$ cat config.mk
export PLATFORM = sky130hd
export DESIGN_NAME = mem_port_arbiter_flat
export DESIGN_NICKNAME = d
export VERILOG_FILES = /design/src/rtl/mem_arb_pkg.sv /design/src/rtl/mem_port_arbiter_if.sv /design/src/rtl/mem_port_arbiter.sv /design/src/flat_wrapper.sv
export SDC_FILE = /design/constraint.sdc
export NUM_CORES = 1
export LEC_CHECK = 0
export ABC_AREA = 1
export CELL_PAD_IN_SITES_DETAIL_PLACEMENT = 1
export CELL_PAD_IN_SITES_GLOBAL_PLACEMENT = 2
export CORE_MARGIN = 3
export CORE_UTILIZATION = 24
export DETAILED_ROUTE_END_ITERATION = 12
export PLACE_DENSITY_LB_ADDON = 0.1
export SLEW_MARGIN = 25
export SYNTH_ARGS = -nofsm -noshare
export SYNTH_HDL_FRONTEND = slang
export SYNTH_SLANG_ARGS = --single-unit
$ cat constraint.sdc
create_clock -name Clk -period 4.1 [get_ports Clk]
set_clock_uncertainty 0.05 [all_clocks]
set_input_delay 0.82 -clock Clk [delete_from_list [all_inputs] [get_ports Clk]]
set_output_delay 0.82 -clock Clk [all_outputs]
set_load 0.1 [all_outputs]
$ cat src/rtl/mem_arb_pkg.sv
// Shared types and constants for the memory port arbiter.
package mem_arb_pkg;

  // Transaction sequencing states.
  typedef enum logic [1:0] {
    IDLE  = 2'd0,
    ISSUE = 2'd1,
    WAIT  = 2'd2,
    DONE  = 2'd3
  } arb_state_t;

  // Owner encoding; also used for the round-robin "last owner" memory.
  localparam logic OWN_I = 1'b0;
  localparam logic OWN_D = 1'b1;

endpackage

$ cat src/rtl/mem_port_arbiter_if.sv
// Requester handshakes plus the memory-side bus of the arbiter.
interface mem_port_arbiter_if #(
  parameter int ADDR_W = 32,
  parameter int DATA_W = 32
);
  // Fetch requester
  logic              IReq;
  logic [ADDR_W-1:0] IAddr;
  logic              IGnt;
  logic              IDone;
  // Load/store requester
  logic              DReq;
  logic              DWe;
  logic [ADDR_W-1:0] DAddr;
  logic [DATA_W-1:0] DWData;
  logic              DGnt;
  logic              DDone;
  // Control and status
  logic              Hold;
  logic              Busy;
  logic [DATA_W-1:0] RData;
  // Memory side
  logic [ADDR_W-1:0] MemAddr;
  logic              MemWrite;
  logic [DATA_W-1:0] MemWData;
  logic [DATA_W-1:0] MemRData;

  // Arbiter view.
  modport slave (
    input  IReq, IAddr, DReq, DWe, DAddr, DWData, Hold, MemRData,
    output IGnt, IDone, DGnt, DDone, Busy, RData, MemAddr, MemWrite, MemWData
  );

  // Requester / memory-model view.
  modport master (
    output IReq, IAddr, DReq, DWe, DAddr, DWData, Hold, MemRData,
    input  IGnt, IDone, DGnt, DDone, Busy, RData, MemAddr, MemWrite, MemWData
  );
endinterface

$ cat src/rtl/mem_port_arbiter.sv
// Round-robin arbiter sharing one fixed-latency memory port between the
// fetch path (I) and the load/store path (D). Every output is a flop.
module mem_port_arbiter
  import mem_arb_pkg::*;
#(
  parameter int ADDR_W = 32,
  parameter int DATA_W = 32,
  parameter int RD_LAT = 2
) (
  input  logic               Clk,
  input  logic               Reset,
  mem_port_arbiter_if.slave  bus
);

  localparam int              CNT_W    = $clog2(RD_LAT + 1);
  localparam logic [CNT_W-1:0] CNT_LAST = CNT_W'(RD_LAT - 1);

  arb_state_t        state_q, state_d;
  logic              owner_q, owner_d;   // current owner, doubles as LastOwner
  logic              write_q, write_d;
  logic [CNT_W-1:0]  cnt_q, cnt_d;
  logic [ADDR_W-1:0] addr_q, addr_d;
  logic [DATA_W-1:0] wdata_q, wdata_d;
  logic [DATA_W-1:0] rdata_q, rdata_d;
  logic              winner_s;

  logic ignt_q, ignt_d;
  logic idone_q, idone_d;
  logic dgnt_q, dgnt_d;
  logic ddone_q, ddone_d;
  logic memwrite_q, memwrite_d;
  logic busy_q, busy_d;

  // Round-robin pick: a lone requester wins, a tie goes to the non-last owner.
  always_comb begin
    winner_s = OWN_I;
    if (bus.IReq && bus.DReq) begin
      winner_s = ~owner_q;
    end else if (bus.DReq) begin
      winner_s = OWN_D;
    end else begin
      winner_s = OWN_I;
    end
  end

  // Next-state and datapath: grant latches the request, WAIT counts latency.
  always_comb begin
    state_d = state_q;
    owner_d = owner_q;
    write_d = write_q;
    cnt_d   = cnt_q;
    addr_d  = addr_q;
    wdata_d = wdata_q;
    rdata_d = rdata_q;
    case (state_q)
      IDLE: begin
        if (!bus.Hold && (bus.IReq || bus.DReq)) begin
          state_d = ISSUE;
          owner_d = winner_s;
          addr_d  = (winner_s == OWN_D) ? bus.DAddr : bus.IAddr;
          wdata_d = bus.DWData;
          write_d = bus.DWe & (winner_s == OWN_D);
        end else begin
          state_d = IDLE;
        end
      end
      ISSUE: begin
        if (write_q) begin
          state_d = DONE;
        end else begin
          cnt_d   = {CNT_W{1'b0}};
          state_d = WAIT;
        end
      end
      WAIT: begin
        if (cnt_q == CNT_LAST) begin
          rdata_d = bus.MemRData;
          state_d = DONE;
        end else begin
          cnt_d   = cnt_q + CNT_W'(1);
        end
      end
      DONE: begin
        state_d = IDLE;
      end
      default: begin
        state_d = IDLE;
      end
    endcase
  end

  // Output decode from the next state so the flopped outputs track the state.
  always_comb begin
    busy_d     = (state_d != IDLE);
    ignt_d     = busy_d && (owner_d == OWN_I);
    dgnt_d     = busy_d && (owner_d == OWN_D);
    idone_d    = (state_d == DONE) && (owner_d == OWN_I);
    ddone_d    = (state_d == DONE) && (owner_d == OWN_D);
    memwrite_d = (state_d == ISSUE) && write_d;
  end

  // State and datapath registers; fetch wins the first tie after reset.
  always_ff @(posedge Clk or negedge Reset) begin
    if (!Reset) begin
      state_q <= IDLE;
      owner_q <= OWN_D;
      write_q <= 1'b0;
      cnt_q   <= {CNT_W{1'b0}};
      addr_q  <= {ADDR_W{1'b0}};
      wdata_q <= {DATA_W{1'b0}};
      rdata_q <= {DATA_W{1'b0}};
    end else begin
      state_q <= state_d;
      owner_q <= owner_d;
      write_q <= write_d;
      cnt_q   <= cnt_d;
      addr_q  <= addr_d;
      wdata_q <= wdata_d;
      rdata_q <= rdata_d;
    end
  end

  // Handshake and status output registers.
  always_ff @(posedge Clk or negedge Reset) begin
    if (!Reset) begin
      ignt_q     <= 1'b0;
      idone_q    <= 1'b0;
      dgnt_q     <= 1'b0;
      ddone_q    <= 1'b0;
      memwrite_q <= 1'b0;
      busy_q     <= 1'b0;
    end else begin
      ignt_q     <= ignt_d;
      idone_q    <= idone_d;
      dgnt_q     <= dgnt_d;
      ddone_q    <= ddone_d;
      memwrite_q <= memwrite_d;
      busy_q     <= busy_d;
    end
  end

  assign bus.IGnt     = ignt_q;
  assign bus.IDone    = idone_q;
  assign bus.DGnt     = dgnt_q;
  assign bus.DDone    = ddone_q;
  assign bus.MemWrite = memwrite_q;
  assign bus.Busy     = busy_q;
  assign bus.MemAddr  = addr_q;
  assign bus.MemWData = wdata_q;
  assign bus.RData    = rdata_q;

endmodule

$ cat src/flat_wrapper.sv
// flat-port wrapper written by rule: the top's interface ports become plain ports
module mem_port_arbiter_flat import mem_arb_pkg::*;
#(
  parameter int ADDR_W = 32,
  parameter int DATA_W = 32,
  parameter int RD_LAT = 2
)
  (Clk, Reset, bus_IReq, bus_IAddr, bus_DReq, bus_DWe, bus_DAddr, bus_DWData, bus_Hold, bus_MemRData, bus_IGnt, bus_IDone, bus_DGnt, bus_DDone, bus_Busy, bus_RData, bus_MemAddr, bus_MemWrite, bus_MemWData);
  mem_port_arbiter_if #(.ADDR_W(ADDR_W), .DATA_W(DATA_W)) bus_i ();
  input  logic Clk;
  input  logic Reset;
  input wire logic [$bits(bus_i.IReq)-1:0] bus_IReq;
  input wire logic [$bits(bus_i.IAddr)-1:0] bus_IAddr;
  input wire logic [$bits(bus_i.DReq)-1:0] bus_DReq;
  input wire logic [$bits(bus_i.DWe)-1:0] bus_DWe;
  input wire logic [$bits(bus_i.DAddr)-1:0] bus_DAddr;
  input wire logic [$bits(bus_i.DWData)-1:0] bus_DWData;
  input wire logic [$bits(bus_i.Hold)-1:0] bus_Hold;
  input wire logic [$bits(bus_i.MemRData)-1:0] bus_MemRData;
  output wire logic [$bits(bus_i.IGnt)-1:0] bus_IGnt;
  output wire logic [$bits(bus_i.IDone)-1:0] bus_IDone;
  output wire logic [$bits(bus_i.DGnt)-1:0] bus_DGnt;
  output wire logic [$bits(bus_i.DDone)-1:0] bus_DDone;
  output wire logic [$bits(bus_i.Busy)-1:0] bus_Busy;
  output wire logic [$bits(bus_i.RData)-1:0] bus_RData;
  output wire logic [$bits(bus_i.MemAddr)-1:0] bus_MemAddr;
  output wire logic [$bits(bus_i.MemWrite)-1:0] bus_MemWrite;
  output wire logic [$bits(bus_i.MemWData)-1:0] bus_MemWData;
  assign bus_i.IReq = bus_IReq;
  assign bus_i.IAddr = bus_IAddr;
  assign bus_i.DReq = bus_DReq;
  assign bus_i.DWe = bus_DWe;
  assign bus_i.DAddr = bus_DAddr;
  assign bus_i.DWData = bus_DWData;
  assign bus_i.Hold = bus_Hold;
  assign bus_i.MemRData = bus_MemRData;
  assign bus_IGnt = bus_i.IGnt;
  assign bus_IDone = bus_i.IDone;
  assign bus_DGnt = bus_i.DGnt;
  assign bus_DDone = bus_i.DDone;
  assign bus_Busy = bus_i.Busy;
  assign bus_RData = bus_i.RData;
  assign bus_MemAddr = bus_i.MemAddr;
  assign bus_MemWrite = bus_i.MemWrite;
  assign bus_MemWData = bus_i.MemWData;
  mem_port_arbiter #(.ADDR_W(ADDR_W), .DATA_W(DATA_W), .RD_LAT(RD_LAT)) u_core (.Clk(Clk), .Reset(Reset), .bus(bus_i));
endmodule
Word level (Yosys, flattened, before mapping)
Cells that the tools add are included.

Add/sub/neg operators: 1. Eq/ne operators: 8. Muxes and demuxes: 14. Bitwise logic cells: 3. Reduce and logical (&&, ||, !) cells: 15.

Operator list (number): $mux W32 (1); $mux W1 (8); $pmux W2 S4 (1); $logic_and A1 B1 Y1 (7); $eq A2 B1 Y1 const B (3); $eq A2 B2 Y1 const B (3); $mux W2 (3); $ne A2 B2 Y1 const B (2); $pmux W2 S2 (1); $reduce_and A2 Y1 (2); $reduce_bool A2 Y1 (2); $reduce_and A3 Y1 (1); $add A2 B1 Y2 const B (1); $logic_not A2 Y1 (1); $not A1 Y1 (2); $and A1 B1 Y1 (1); $logic_not A1 Y1 (1); $logic_or A1 B1 Y1 (1).

Flip-flop bits (word level): 108.

Longest topological paths before layout
Word-level depth: 6. Gate-level depth with buffers: 10.

Worst setup path before layout
No wires, ideal clock.

Path kind: reg2out. Start point: register u_core.addr_q[0] (netlist: u_core.bus.MemAddr[0]). End point: output bus_MemAddr[0]. Arrival time: 0.898 ns. Required time: 3.230 ns. Path slack: 2.332 ns. Cell stages (with the launch flop): 1. Buffers on the path: 0. Cells stage by stage: dfrtp_1.

RTL lines: start: declaration (RTL line mem_port_arbiter.sv:22) `logic [ADDR_W-1:0] addr_q, addr_d;`; start signal: assignment (RTL line mem_port_arbiter.sv:109) `addr_q <= {ADDR_W{1'b0}};`; start signal: assignment (RTL line mem_port_arbiter.sv:117) `addr_q <= addr_d;`; end: declaration (RTL line flat_wrapper.sv:26) `output wire logic [$bits(bus_i.MemAddr)-1:0] bus_MemAddr;`.

No word-level cell between the ends.

Worst setup path in the final report
Start point: register u_core.wdata_q[12] (netlist: u_core.bus.MemWData[12]). End point: output bus_MemWData[12].

RTL lines: start: declaration (RTL line mem_port_arbiter.sv:23) `logic [DATA_W-1:0] wdata_q, wdata_d;`; start signal: assignment (RTL line mem_port_arbiter.sv:110) `wdata_q <= {DATA_W{1'b0}};`; start signal: assignment (RTL line mem_port_arbiter.sv:118) `wdata_q <= wdata_d;`; end: declaration (RTL line flat_wrapper.sv:28) `output wire logic [$bits(bus_i.MemWData)-1:0] bus_MemWData;`.

No word-level cell between the ends.

==> run metrics <==
outcome completed; hold buffer count at CTS 0; total global routing overflow 0; post_cts resized 0; crit start category register; CTS sink cnt 108; register bit total from synthesis 108; Post-synth top cells nand2_1 (241), dfrtp_1 (107), inv_1 (47), o21ai_1 (33), mux2_2 (32); ys flop type dfrtp_1; # diodes 0; Core Region ~19000 µm²; storage element area 2700 µm²; HPWL Detailed 10900 µm; worst hold path class reg2reg; final hold violations 0; top-count cell post-synth nand2_1; worst-skew pair later-pin latency 0.35 ns; Die X 145 µm; post-route ant nets 0; Mapped Cells 509; largest net degree at the start of global routing 88; Reg clk slew, reported paths approximately 0.080 ns; Post-CTS Setup Repair Bufs 0; Worst Max-Slew Pin Slew about 1.0 ns; cell taking the most area after synthesis dfrtp_1; CTS buffer count 9; delay-heaviest family, CP buffers and inverters; Syn Area/Cell between 9 and 10 µm²; Yosys warning total 0; register area share after synthesis between 50% and 60%; CP Cell Sequence clkdlybuf4s50_1; Mapped Area 4620 µm²; drt via density 4.10; vias in the first global route 4493; Root Buffer clkbuf_16; final wirelength 15000 µm; routed length per placed instance 15.0 µm; CP Data Required Time roughly 3.2 ns; Worst Path Buf+Inv 1; CP max stage cell clkdlybuf4s50_1; share of the synthesized area in the top cell type 57.9%; worst-path fanout max 2; die footprint 21000 µm²; IO Port Bufs around 240; top cells by area, synth dfrtp_1 (58%), nand2_1 (20%), mux2_2 (7.8%); layout cell share with drive strength beyond 1 7.96%; Worst Path Arrival approximately 1.9 ns; Setup Viol. Count Final 0; Initial Util 24.5%; EDFF count, synth 0; unrepaired setup endpoints after global routing false; CTS tree done; drc violations 0; slowest stage delay, CP ~1.2 ns; CTS Buffer Depth 2; Layout Area Growth over Synthesis 62.4%; Setup CP Type reg2out; fillcell total 2184; Post-synth ARST share 100%; drt initial violations ~120; Final TNS setup 0 ns; CTS H-Tree Depth 3; Post-Syn Nets 648; Max Transition Viols Final 0; Tcrit/Tclk final around 68%; I/O pin cnt 236; Die Ht around 140 µm; Max Cap Viol 0; number of library cell types mapped by synthesis 20; Max Fclk 0.361 GHz; Rows 50; worst rel slew slack 30.4%; element type at the critical path end output port; GRT Overall Usage ~14%; global placer's final weighted congestion approximately 0.73; first-pass GRT wire length 23400 µm; nets@finish 876; area taken by multi-input logic gates around 1600 µm²; initial antenna violation count 1; post-route minimum period 2.77 ns; drt pass-1 iters 4; vias post-DR around 4000
-- cells in the final DEF, fill, tap and decap left out --
cell type	count
clkbuf_16	9
ha_1	5
clkdlybuf4s50_1	234
clkinvlp_4	2
o22ai_1	1
inv_6	2
mux2_2	32
clkinv_4	1
bufinv_16	1
dfstp_2	1
nand2_2	2
inv_1	47
nand3_4	1
nor2_1	7
buf_4	4
nand3_1	4
buf_12	1
nand2_1	241
dfrtp_1	107
buf_6	1
inv_2	1
clkinv_2	1
a21oi_1	1
o21ai_0	2
o21ai_1	33
-- final cells by class --
type                       count  area share (%)
sequential                   108            36.0
clock inverter                 6           0.950
clock buffer                   9            3.00
inverter                      49            2.47
timing repair buffer         240            32.0
multi-input combinational    329            21.2
tap                          260            4.33
-- state kept, by name, summed over array words and instances (netlist names) --
register / flops
u_core.bus.Busy: 1
u_core.bus.DDone: 1
u_core.bus.DGnt: 1
u_core.bus.IDone: 1
u_core.bus.IGnt: 1
u_core.bus.MemAddr: 32
u_core.bus.MemWData: 32
u_core.bus.MemWrite: 1
u_core.bus.RData: 32
u_core.cnt_q: 2
u_core.owner_q: 1
u_core.state_q: 2
u_core.write_q: 1
-- logic make-up (layout without fill, tap and decap cells) --
kind of cell             Yosys count  count (layout)  synth area share [%]
adder cells (fa/ha/maj)            5               5                  1.35
flip-flops                       108             108                  58.5
multiplexers                      32              32                  7.80
AND/OR/NAND/NOR                  255             255                  21.2
AO/OA/AOI/OAI                     37              37                  4.03
buffers and inverters             72             304                  7.07
-- metrics by stage --
stage / cells / util, % / hold WS, ns / area [µm²] / setup slack (ns)
6_report: 1001 / 39.9 / 0.430 / 7500 / 1.33
5_1_grt: 1001 / 39.9 / 0.450 / 7500 / 1.27
4_1_cts: 1001 / 39.8 / 0.436 / 7500 / 1.30
3_5_place_dp: 986 / 38.3 / 0.415 / 7210 / 1.33
3_3_place_gp: 986 / 38.3 / 0.411 / 7200 / 1.39
2_1_floorplan: 509 / - / 0.407 / 4620 / 2.33
-- routing by layer --
metal	vias up	track usage (%)	part of all wire, %
met5	-	0	0.060
met4	2	3.63	1.3
met1	1957	16.1	40
li1	2005	-	-
met2	121	25.8	52
met3	18	4.83	7.3
-- final timing paths --
kind / start / end / slack (ns) / cells past startpoint
worst max-delay path: u_core.bus.MemWData[12] / bus_MemWData[12] / 1.33 / 1
worst min-delay path: u_core.bus.MemAddr[1] / u_core.bus.MemAddr[1] / 0.43 / 2
worst max register to register: u_core.owner_q / u_core.bus.DGnt / 2.06 / 7
worst min register to register: u_core.bus.MemAddr[1] / u_core.bus.MemAddr[1] / 0.43 / 2
max in group asynchronous: Reset / u_core.bus.MemWData[29] / 2.71 / 2
min in group asynchronous: Reset / u_core.bus.RData[12] / 0.48 / 1
Power is left out: the tool's default activity adds up to more than one toggle a clock period on the data nets, which glitch-free logic cannot reach.
